`config.mk`:
```
export PLATFORM = sky130hd
export DESIGN_NAME = seg_scan_drv
export DESIGN_NICKNAME = d
export VERILOG_FILES = /design/src/rtl/seg_scan_drv.sv
export SDC_FILE = /design/constraint.sdc
export NUM_CORES = 1
export LEC_CHECK = 0
export ABC_AREA = 1
export CAP_MARGIN = 20
export CORE_MARGIN = 5
export CORE_UTILIZATION = 49
export CTS_CLUSTER_SIZE = 16
export DETAILED_ROUTE_END_ITERATION = 7
export PLACE_DENSITY = 0.82
export SLEW_MARGIN = 20
export SYNTH_ARGS = -nofsm -noshare
export SYNTH_HDL_FRONTEND = slang
export SYNTH_SLANG_ARGS = --single-unit
```
`constraint.sdc`:
```
create_clock -name clk -period 3.85 [get_ports clk]
set_input_delay 1.155 -clock clk [delete_from_list [all_inputs] [get_ports clk]]
set_output_delay 1.155 -clock clk [all_outputs]
set_load 0.005 [all_outputs]
```
`src/rtl/seg_scan_drv.sv`:
```
// Multiplexed seven-segment scan driver: shadowed hex data, per-digit blank/dp,
// live leading-zero suppression, anti-ghost guard band and registered pins.
module seg_scan_drv #(
    parameter int N_DIG       = 8,
    parameter int DIV         = 1000,
    parameter int GUARD       = 8,
    parameter bit SEG_ACT_LOW = 1'b0,
    parameter bit COM_ACT_LOW = 1'b1
) (
    input  logic                 clk,
    input  logic                 rst_n,
    input  logic [4*N_DIG-1:0]   din,
    input  logic [N_DIG-1:0]     dp_in,
    input  logic [N_DIG-1:0]     blank,
    input  logic                 lz_en,
    input  logic                 load,
    output logic [7:0]           seg_d,
    output logic [N_DIG-1:0]     com,
    output logic                 frame_tick
);

    localparam int CNT_W = $clog2(DIV);
    localparam int IDX_W = (N_DIG > 1) ? $clog2(N_DIG) : 1;

    // XOR masks that turn active-high "lit"/"selected" into pin levels.
    localparam logic [7:0]       SEG_OFF = SEG_ACT_LOW ? 8'hff : 8'h00;
    localparam logic [N_DIG-1:0] COM_OFF = COM_ACT_LOW ? {N_DIG{1'b1}} : {N_DIG{1'b0}};

    logic [CNT_W-1:0]   cnt;
    logic [IDX_W-1:0]   idx;
    logic [4*N_DIG-1:0] din_sh;
    logic [N_DIG-1:0]   dp_sh;
    logic [N_DIG-1:0]   blank_sh;

    logic               cnt_wrap;
    logic               idx_last;
    logic               in_guard;
    logic               suppress;
    logic [3:0]         nib;
    logic [N_DIG-1:0]   zero_above;
    logic [7:0]         lit_seg;
    logic [N_DIG-1:0]   lit_com;

    function automatic logic [6:0] decode(input logic [3:0] v);
        case (v)
            4'h0: decode = 7'h3f;
            4'h1: decode = 7'h06;
            4'h2: decode = 7'h5b;
            4'h3: decode = 7'h4f;
            4'h4: decode = 7'h66;
            4'h5: decode = 7'h6d;
            4'h6: decode = 7'h7d;
            4'h7: decode = 7'h27;
            4'h8: decode = 7'h7f;
            4'h9: decode = 7'h6f;
            4'ha: decode = 7'h5f;
            4'hb: decode = 7'h7c;
            4'hc: decode = 7'h58;
            4'hd: decode = 7'h5e;
            4'he: decode = 7'h7b;
            default: decode = 7'h71;
        endcase
    endfunction

    // Shadow registers reset to all-blank so the display stays dark until the first load.
    always_ff @(posedge clk or negedge rst_n) begin
        if (!rst_n) begin
            din_sh   <= '0;
            dp_sh    <= '0;
            blank_sh <= '1;
        end else if (load) begin
            din_sh   <= din;
            dp_sh    <= dp_in;
            blank_sh <= blank;
        end
    end

    assign cnt_wrap = (cnt == CNT_W'(DIV - 1));
    assign idx_last = (idx == IDX_W'(N_DIG - 1));

    // NOTE: state is updated with non-blocking assignments so every flop samples pre-edge values.
    always_ff @(posedge clk or negedge rst_n) begin
        if (!rst_n) begin
            cnt <= '0;
            idx <= '0;
        end else if (cnt_wrap) begin
            cnt <= '0;
            idx <= idx_last ? '0 : idx + 1'b1;
        end else begin
            cnt <= cnt + 1'b1;
        end
    end

    always_comb begin
        // NOTE: every comb output gets a default first so no latch is inferred.
        lit_seg  = '0;
        lit_com  = '0;
        nib      = din_sh[4*idx +: 4];
        in_guard = (GUARD > 0) && (cnt < CNT_W'(GUARD));

        // zero_above[i]: nibble i and every higher nibble are zero.
        zero_above = '0;
        begin : zscan
            logic acc;
            acc = 1'b1;
            for (int i = N_DIG - 1; i >= 0; i--) begin
                acc           = acc & (din_sh[4*i +: 4] == 4'h0);
                zero_above[i] = acc;
            end
        end

        suppress = lz_en && (idx != '0) && zero_above[idx];

        if (!in_guard && !blank_sh[idx]) begin
            lit_com[idx] = 1'b1;
            lit_seg      = suppress ? {dp_sh[idx], 7'h00} : {dp_sh[idx], decode(nib)};
        end
    end

    // Pins are registered at their physical polarity so reset drives them straight to inactive.
    always_ff @(posedge clk or negedge rst_n) begin
        if (!rst_n) begin
            seg_d      <= SEG_OFF;
            com        <= COM_OFF;
            frame_tick <= 1'b0;
        end else begin
            seg_d      <= lit_seg ^ SEG_OFF;
            com        <= lit_com ^ COM_OFF;
            frame_tick <= cnt_wrap && idx_last;
        end
    end

endmodule

```
**Word level (Yosys, flattened, before mapping)**

Memory sizes are Yosys's and may differ from the RTL's.
Index checks and enable logic that the tools add are counted.

- Latch bits: 0
- Logic and storage cells: 54
- ROM bits: 112
- Memories: 1
- Bits in writable memories: 0
- Output and inout bits: 17
- Bits of input ports: 52
- Register bits: 78

- $mul: 0
- Mux-type cells: 13
- Equality and inequality tests: 2
- Reduce and logical (&&, ||, !) cells: 16
- Add/subtract/negate cells: 2
- Bitwise logic cells: 8
- Div/mod/pow operators: 0
- Shift operators: 1
- Order comparisons: 3

Memory list:

| name | words | width | read ports | clocked after Yosys merged registers in | wr ports | line | text |
|---|---|---|---|---|---|---|---|
| (name not given) | 16 | 7 | 1 | 0 | 0 | 45 | `case (v)` |

Operators by type and width:

| operator | count |
|---|---|
| $logic_not A4 Y1 | 8 |
| $shiftx A32 B6 Y4 | 1 |
| $mux W8 | 2 |
| $add A10 B1 Y10 const B | 1 |
| $eq A10 B10 Y1 const B | 1 |
| $lt A10 B4 Y1 const B | 1 |
| $mux W10 | 1 |
| $bmux W1 S3 | 3 |
| $not A8 Y8 | 1 |
| $and A1 B1 Y1 | 7 |
| $mux W7 | 1 |
| $logic_and A1 B1 Y1 | 5 |
| $lt A3 B4 Y1 const B | 1 |
| $mux W1 | 4 |
| $add A3 B1 Y3 const B | 1 |
| $demux W1 S3 | 1 |
| $eq A3 B3 Y1 const B | 1 |
| $ge A3 B1 Y1 const B | 1 |
| $mux W3 | 1 |
| $reduce_bool A3 Y1 | 1 |
| $logic_not A1 Y1 | 2 |

**Logic depth before layout (Yosys ltp)**

Gate-level depths: netlist of run 1.

- Depth in word-level cells: 13
- Gate-level depth with buffers: 16
- Depth with buffers taken out: 15

**Worst setup path after synthesis of run 1**

Ideal clock, no wire load.

- Kind: input-to-reg
- From: in load
- To: reg din_sh[17]
- Cell stages on the path: 3
- Buffers on the path: 2
- Setup time: 0.125 ns
- Required time: 3.725 ns
- Arrival time: 2.016 ns
- Slack: 1.709 ns
- Cell sequence: clkbuf_1 clkbuf_1 mux2_2

RTL lines:

| what | line | text |
|---|---|---|
| from (decl) | 16 | `input logic load,` |
| to (signal assigned) | 72 | `din_sh <= din;` |
| to (decl) | 31 | `logic [4*N_DIG-1:0] din_sh;` |

No word-level cell between the ends.

**Worst setup path after layout of run 1**

- From: reg com[2]
- To: out com[2]

RTL lines:

| what | line | text |
|---|---|---|
| from (decl) | 18 | `output logic [N_DIG-1:0] com,` |
| from (signal assigned) | 128 | `com <= lit_com ^ COM_OFF;` |

No word-level cell between the ends.

==> results of run 1 <==
==> kinds of logic (layout without fill, tap and decap cells) <==
| kind of cell | Yosys count | in the layout |
|---|---|---|
| and+or+nand+nor | 217 | 217 |
| DFF | 78 | 78 |
| buffers and inverters | 71 | 145 |
| AOI/OAI and AO/OA | 61 | 61 |
| muxes | 15 | 15 |
| adders and majority gates | 9 | 9 |
| xor gates and xnor gates | 2 | 2 |
==> final cells by class <==
class | count | area (sq um) | area share (%)
clock inverters | 3 | 42.5 | 0.878
repair buffers | 71 | 706 | 14.6
multi-input cells | 304 | 1620 | 33.4
well taps | 102 | 128 | 2.63
flip-flops and latches | 78 | 1970 | 40.7
inverters | 58 | 220 | 4.55
clock buffers | 13 | 159 | 3.28
==> Yosys cell counts (2+ instances only) <==
| cell | number | area share, % |
|---|---|---|
| nand2_1 | 126 | 12 |
| dfrtp_1 | 62 | 40 |
| inv_1 | 52 | 5.0 |
| nor2_1 | 42 | 4.1 |
| o21ai_0 | 42 | 5.4 |
| nand3_1 | 18 | 2.3 |
| dfstp_2 | 16 | 11 |
| mux2_2 | 15 | 4.4 |
| nand2_2 | 11 | 1.8 |
| ha_1 | 9 | 2.9 |
| clkbuf_1 | 8 | 0.77 |
| a21oi_1 | 5 | 0.65 |
| inv_2 | 5 | 0.48 |
| nor2_2 | 5 | 0.81 |
| nand4_1 | 4 | 0.65 |
| buf_2 | 3 | 0.39 |
| nor3_1 | 3 | 0.39 |
| o211ai_1 | 3 | 0.58 |
| buf_6 | 2 | 0.58 |
| nand2_4 | 2 | 0.58 |
| nor4_1 | 2 | 0.32 |
| o211ai_4 | 2 | 1.1 |
| o2bb2ai_1 | 2 | 0.45 |
| xor2_1 | 2 | 0.45 |
==> worst max-delay path by stage <==
| stage | endpoint | slack (ns) | cells after the start |
|---|---|---|---|
| after floorplan | din_sh[17] | 1.71 | 3 |
| after global placement | seg_d[2] | 1.36 | 9 |
| after detailed placement | seg_d[0] | 1.35 | 9 |
| after CTS | com[2] | 1.31 | 1 |
| after global routing | seg_d[3] | 1.18 | 13 |
| final | com[2] | 1.32 | 1 |
==> power by group through the flow <==
stage | combinational (mW) | sequential (mW) | clock (mW)
6_report | 0.253 | 0.915 | 0.622
5_1_grt | 0.285 | 0.921 | 0.668
4_1_cts | 0.256 | 0.915 | 0.636
3_5_place_dp | 0.255 | 0.930 | 0
3_3_place_gp | 0.249 | 0.928 | 0
2_1_floorplan | 0.128 | 0.922 | 0
==> state kept, by name, indices dropped and copies added, names as in the netlist <==
signal / cells
frame_tick: 1
blank_sh: 8
cnt: 10
idx: 3
seg_d: 8
com: 8
dp_sh: 8
din_sh: 32
==> layer usage <==
metal	part of all wire (%)	vias up	track usage, %
met1	44	1454	22.6
li1	-	1575	-
met3	4.4	20	3.61
met4	2.2	0	7.35
met5	0	-	0
met2	50	87	29.8
==> results.json, run 1 <==
{
  "status": "completed",
  "leakagePower_nw": 2.27,
  "cts_sinks": 78,
  "critPathSlowestCell": "dfstp_2",
  "yosys-mux-area-fraction_pct": 4.36,
  "critPathRequiredTime_ns": 2.69,
  "grt_overflow_total": 0,
  "cts-root-buf": "clkbuf_8",
  "post-route-min-period_ns": 2.53,
  "vias_per_cell": 4.99,
  "post_cts_buffers": 0,
  "die_w_um": 99.0,
  "synthSimpleGateAreaFrac_pct": 24.5,
  "path_delay_family": "flip-flops",
  "cts_tree": "built",
  "routed_wirelength_um": 8380,
  "rsz0062_at_grt": "no",
  "synth-async-reset-ratio_pct": 100,
  "placed_area_sq_mm": 0.00464,
  "grt_pass1_wl_um": 14100,
  "globalplace.congestion": 0.921,
  "area_growth_pct": 24.9,
  "nNetsFinal": 583,
  "first_pass_iters": 4,
  "cpPeakStageDelay_ns": 0.53,
  "instances_no_fill": 629,
  "syn_inst": 453,
  "ios": 69,
  "hold_violations": 0,
  "cts_made_buffers": 9,
  "min_to": "cnt[0]",
  "dieArea_sq_mm": 0.00979,
  "crit_arrival_ns": 1.37,
  "synthXorXnorAreaFrac_pct": 0.452,
  "switchingPower_uw": 443,
  "synth_edf_count": 0,
  "synth_top_family_by_area": "simple AND/OR/NAND/NOR gates",
  "path_class": "reg -> out",
  "drv_cap": 0,
  "drive_above_1_share_pct": 15.0,
  "total_power_mw": 1.79,
  "yosys.area_share.adder_pct": 2.90,
  "holdBufCountCts": 0,
  "fin_tns_setup_ns": 0,
  "grt_pass1_vias": 3168,
  "grt_usage_pct": 17.9,
  "path_buf_inv": 1,
  "combPwrFrac_pct": 14.2,
  "drcViolationCount": 0,
  "yosysSeqAreaShare_pct": 50.9,
  "max_slew.worst_pin.slew_ns": 0.742,
  "ys.warnings.count": 0,
  "start_kind": "flip-flop",
  "max_freq_mhz": 396,
  "layout.cells.most_common": "nand2_1",
  "final_cell_mix": "nand2_1, clkdlybuf4s50_1, dfrtp_1, inv_1",
  "startpoint": "com[2]",
  "final_core_util_pct": 62.7,
  "hold_path_depth": 1,
  "design_area_sq_mm": 0.00484,
  "r2r-end": "seg_d[3]",
  "synth_compound_area_share_pct": 9.52,
  "drt_iter0_drc": 164,
  "pre_cts_ws_ns": 1.35,
  "rr_startpoint": "idx[0]",
  "cts_htree_levels": 3,
  "ctsResizeCount": 0,
  "slew_viol_final": 0,
  "reg2regPathDepth": 12,
  "grt_antenna_before_repair": 0,
  "hold_ws_ns": 0.452,
  "p_int_mw": 1.35,
  "powerDensity_mw_per_mm2": 369,
  "grt_max_degree": 82,
  "wl_per_cell_um": 13.3,
  "synth.cell_area_sq_mm": 0.00388,
  "placed_cells": 613,
  "ir_worst_vdd_mv": 0.254,
  "cp-end-kind": "primary output",
  "start_util_pct": 50.2,
  "clock_latency_ns": 0.35,
  "period_share_pct": 65.6,
  "nFillCells": 640,
  "io_buffers": 68,
  "path_max_fanout": 1,
  "min_path_type": "reg -> reg",
  "ff2ff_setup_slack_ns": 1.39,
  "seq_power_share_pct": 51.1,
  "finalSetupViolations": 0,
  "p_clk_share_pct": 34.7,
  "synth.avg_cell_area_sq_um": 8.56,
  "synth-seq-cells": 78,
  "synthFlopType": "dfrtp_1",
  "slew_headroom_pct": 50.5,
  "dieHeight_um": 99.0,
  "ys_types": 36,
  "skew_ns": 0.00662,
  "rows": 32,
  "worst_slack_ns": 1.32,
  "drtAntennaViolNets": 0,
  "worstPathCellList": "clkdlybuf4s50_1",
  "vias": 3136,
  "clock_path_buffers": 2,
  "core_area_sq_mm": 0.00773,
  "diodes": 0,
  "synthesis.nets": 514,
  "path_clk_slew_ns": 0.08,
  "sw_frac_of_total_pct": 24.8,
  "hpwlAfterDp_um": 6470,
  "hold_path.startpoint": "cnt[0]"
}
Power figures use the tool's default switching activity.
==> run 2, diff against run 1 <==
clock period = 2.41 ns   (was 3.85 ns; I/O delays follow)
==> run 2 against run 1 <==
Via count is 0.96% higher. Setup slack worse by 1.1 ns. First-iteration DRC count is 27% lower. Sequential cell count unchanged. Critical path depth up 11. Die area unchanged. Sequential share of layout area fell by 0.44 points. Clock power rose by 45%. Critical endpoint is now seg_d[0].
==> results.json, run 2 (synthesized netlist as in run 1, its figures left out) <==
{
  "reg2regPathDepth": 12,
  "hpwlAfterDp_um": 6840,
  "drv_cap": 0,
  "crit_arrival_ns": 2.49,
  "min_path_type": "in -> async",
  "pre_cts_ws_ns": 0.229,
  "dieArea_sq_mm": 0.00979,
  "clock_latency_ns": 0.35,
  "regArea_sq_mm": 0.00197,
  "cts_tree": "built",
  "path_clk_slew_ns": 0.08,
  "final_cell_mix": "nand2_1, clkdlybuf4s50_1, dfrtp_1, inv_1, o21ai_0",
  "drive_above_1_share_pct": 16.9,
  "met1_usage_pct": 25.0,
  "vias": 3166,
  "globalplace.congestion": 0.939,
  "worst_slack_ns": 0.198,
  "use_met2_pct": 31.6,
  "hold_ws_ns": 0.381,
  "cts_sinks": 78,
  "drcViolationCount": 0,
  "die_w_um": 99.0,
  "grt_pass1_wl_um": 15200,
  "gr-usage-met3_pct": 3.26,
  "path_max_fanout": 11,
  "max_slew.worst_pin.slew_ns": 0.616,
  "dieHeight_um": 99.0,
  "design_area_sq_mm": 0.00490,
  "ir_worst_vdd_mv": 0.265,
  "first_pass_iters": 4,
  "drtAntennaViolNets": 0,
  "multiInputGateArea_sq_mm": 0.00162,
  "post-route-min-period_ns": 2.21,
  "drt_iter0_drc": 119,
  "rows": 32,
  "nNetsFinal": 590,
  "routed_wirelength_um": 8620,
  "largest_reg_flops": 32,
  "grt_max_degree": 32,
  "wl_per_cell_um": 13.5,
  "slew_viol_final": 0,
  "leakagePower_nw": 2.30,
  "skew_ns": 0.0113,
  "powerDensity_mw_per_mm2": 567,
  "grt_antenna_before_repair": 0,
  "ff2ff_setup_slack_ns": 0.20,
  "start_kind": "flip-flop",
  "finalSetupViolations": 0,
  "holdBufCountCts": 0,
  "ios": 69,
  "core_area_sq_mm": 0.00773,
  "grt_overflow_total": 0,
  "clock_path_buffers": 2,
  "diodes": 0,
  "area_growth_pct": 26.3,
  "vias_per_cell": 4.98,
  "critPathRequiredTime_ns": 2.69,
  "period_share_pct": 91.8,
  "hold_violations": 0,
  "start_util_pct": 50.2,
  "fin_tns_setup_ns": 0,
  "cts_htree_levels": 3,
  "rr_startpoint": "idx[0]",
  "placed_area_sq_mm": 0.00470,
  "cp-end-kind": "flip-flop",
  "max_freq_mhz": 452,
  "status": "completed",
  "grt_usage_pct": 19.2,
  "layout.cells.most_common": "nand2_1",
  "busiest_layer": "met2",
  "nFillCells": 635,
  "slew_headroom_pct": 59.0,
  "top_regs": "din_sh: 32 flops, cnt: 10 flops",
  "grt_pass1_vias": 3237,
  "largest_register": "din_sh",
  "cts_made_buffers": 9,
  "io_buffers": 68,
  "path_class": "reg -> reg",
  "r2r-end": "seg_d[0]",
  "cts-root-buf": "clkbuf_8"
}
run 2: power by group:
group	switching (mW)	internal, mW
sequential	0.0458	1.41
combinational	0.205	0.210
clock	0.493	0.407
total	0.744	2.03
run 2: worst max path at each step:
| stage | startpoint | endpoint | cells past startpoint |
|---|---|---|---|
| floorplan | idx[0] | seg_d[3] | 14 |
| global placement | idx[0] | seg_d[3] | 12 |
| detailed placement | idx[0] | seg_d[1] | 12 |
| CTS | idx[0] | seg_d[1] | 12 |
| global route | idx[0] | seg_d[3] | 13 |
| finish | idx[0] | seg_d[0] | 12 |
run 2: timing repair:
item,in CTS,in global routing
buffers inserted,0,1
resized for setup,0,2
endpoints found under the setup margin,0,3
endpoints found under the hold margin,0,0
run 2: final cells by class:
| class | instances | area share [%] |
|---|---|---|
| well taps | 102 | 2.61 |
| inverters | 58 | 4.50 |
| multi-input cells | 304 | 33.1 |
| clock buffers | 10 | 2.81 |
| clock inverters | 6 | 0.945 |
| repair buffers | 78 | 15.7 |
| flip-flops and latches | 78 | 40.3 |
run 2: routing by layer:
layer	up-vias	wire length [um]
met5	-	0
met3	21	437
li1	1595	-
met4	0	240
met1	1465	3740
met2	85	4200
run 2: per-stage QoR:
stage | utilization (%) | std cells | power [mW]
4_1_cts | 63.2 | 635 | 2.80
6_report | 63.4 | 636 | 2.78
3_5_place_dp | 60.8 | 619 | 1.90
2_1_floorplan | - | 453 | 1.68
3_3_place_gp | 60.8 | 619 | 1.89
5_1_grt | 63.4 | 636 | 2.92
run 2: critical path, cell delays in order, from the launching register on:
cell and delay [ns]:
dfrtp_1 0.57, buf_4 0.26, nand2_1 0.07, o211ai_1 0.10
nand2_1 0.09, nor2_1 0.30, inv_1 0.14, ha_1 0.26
nand2_1 0.09, nand2_1 0.06, nand2_1 0.06, nand2_1 0.05
nor2_1 0.09
==> run 3, diff against run 2 <==
HOLD_SLACK_MARGIN = 0.05   (was unset)
==> results of run 3 <==
Same layout as run 2: the final DEF is identical, and so are final timing and power.
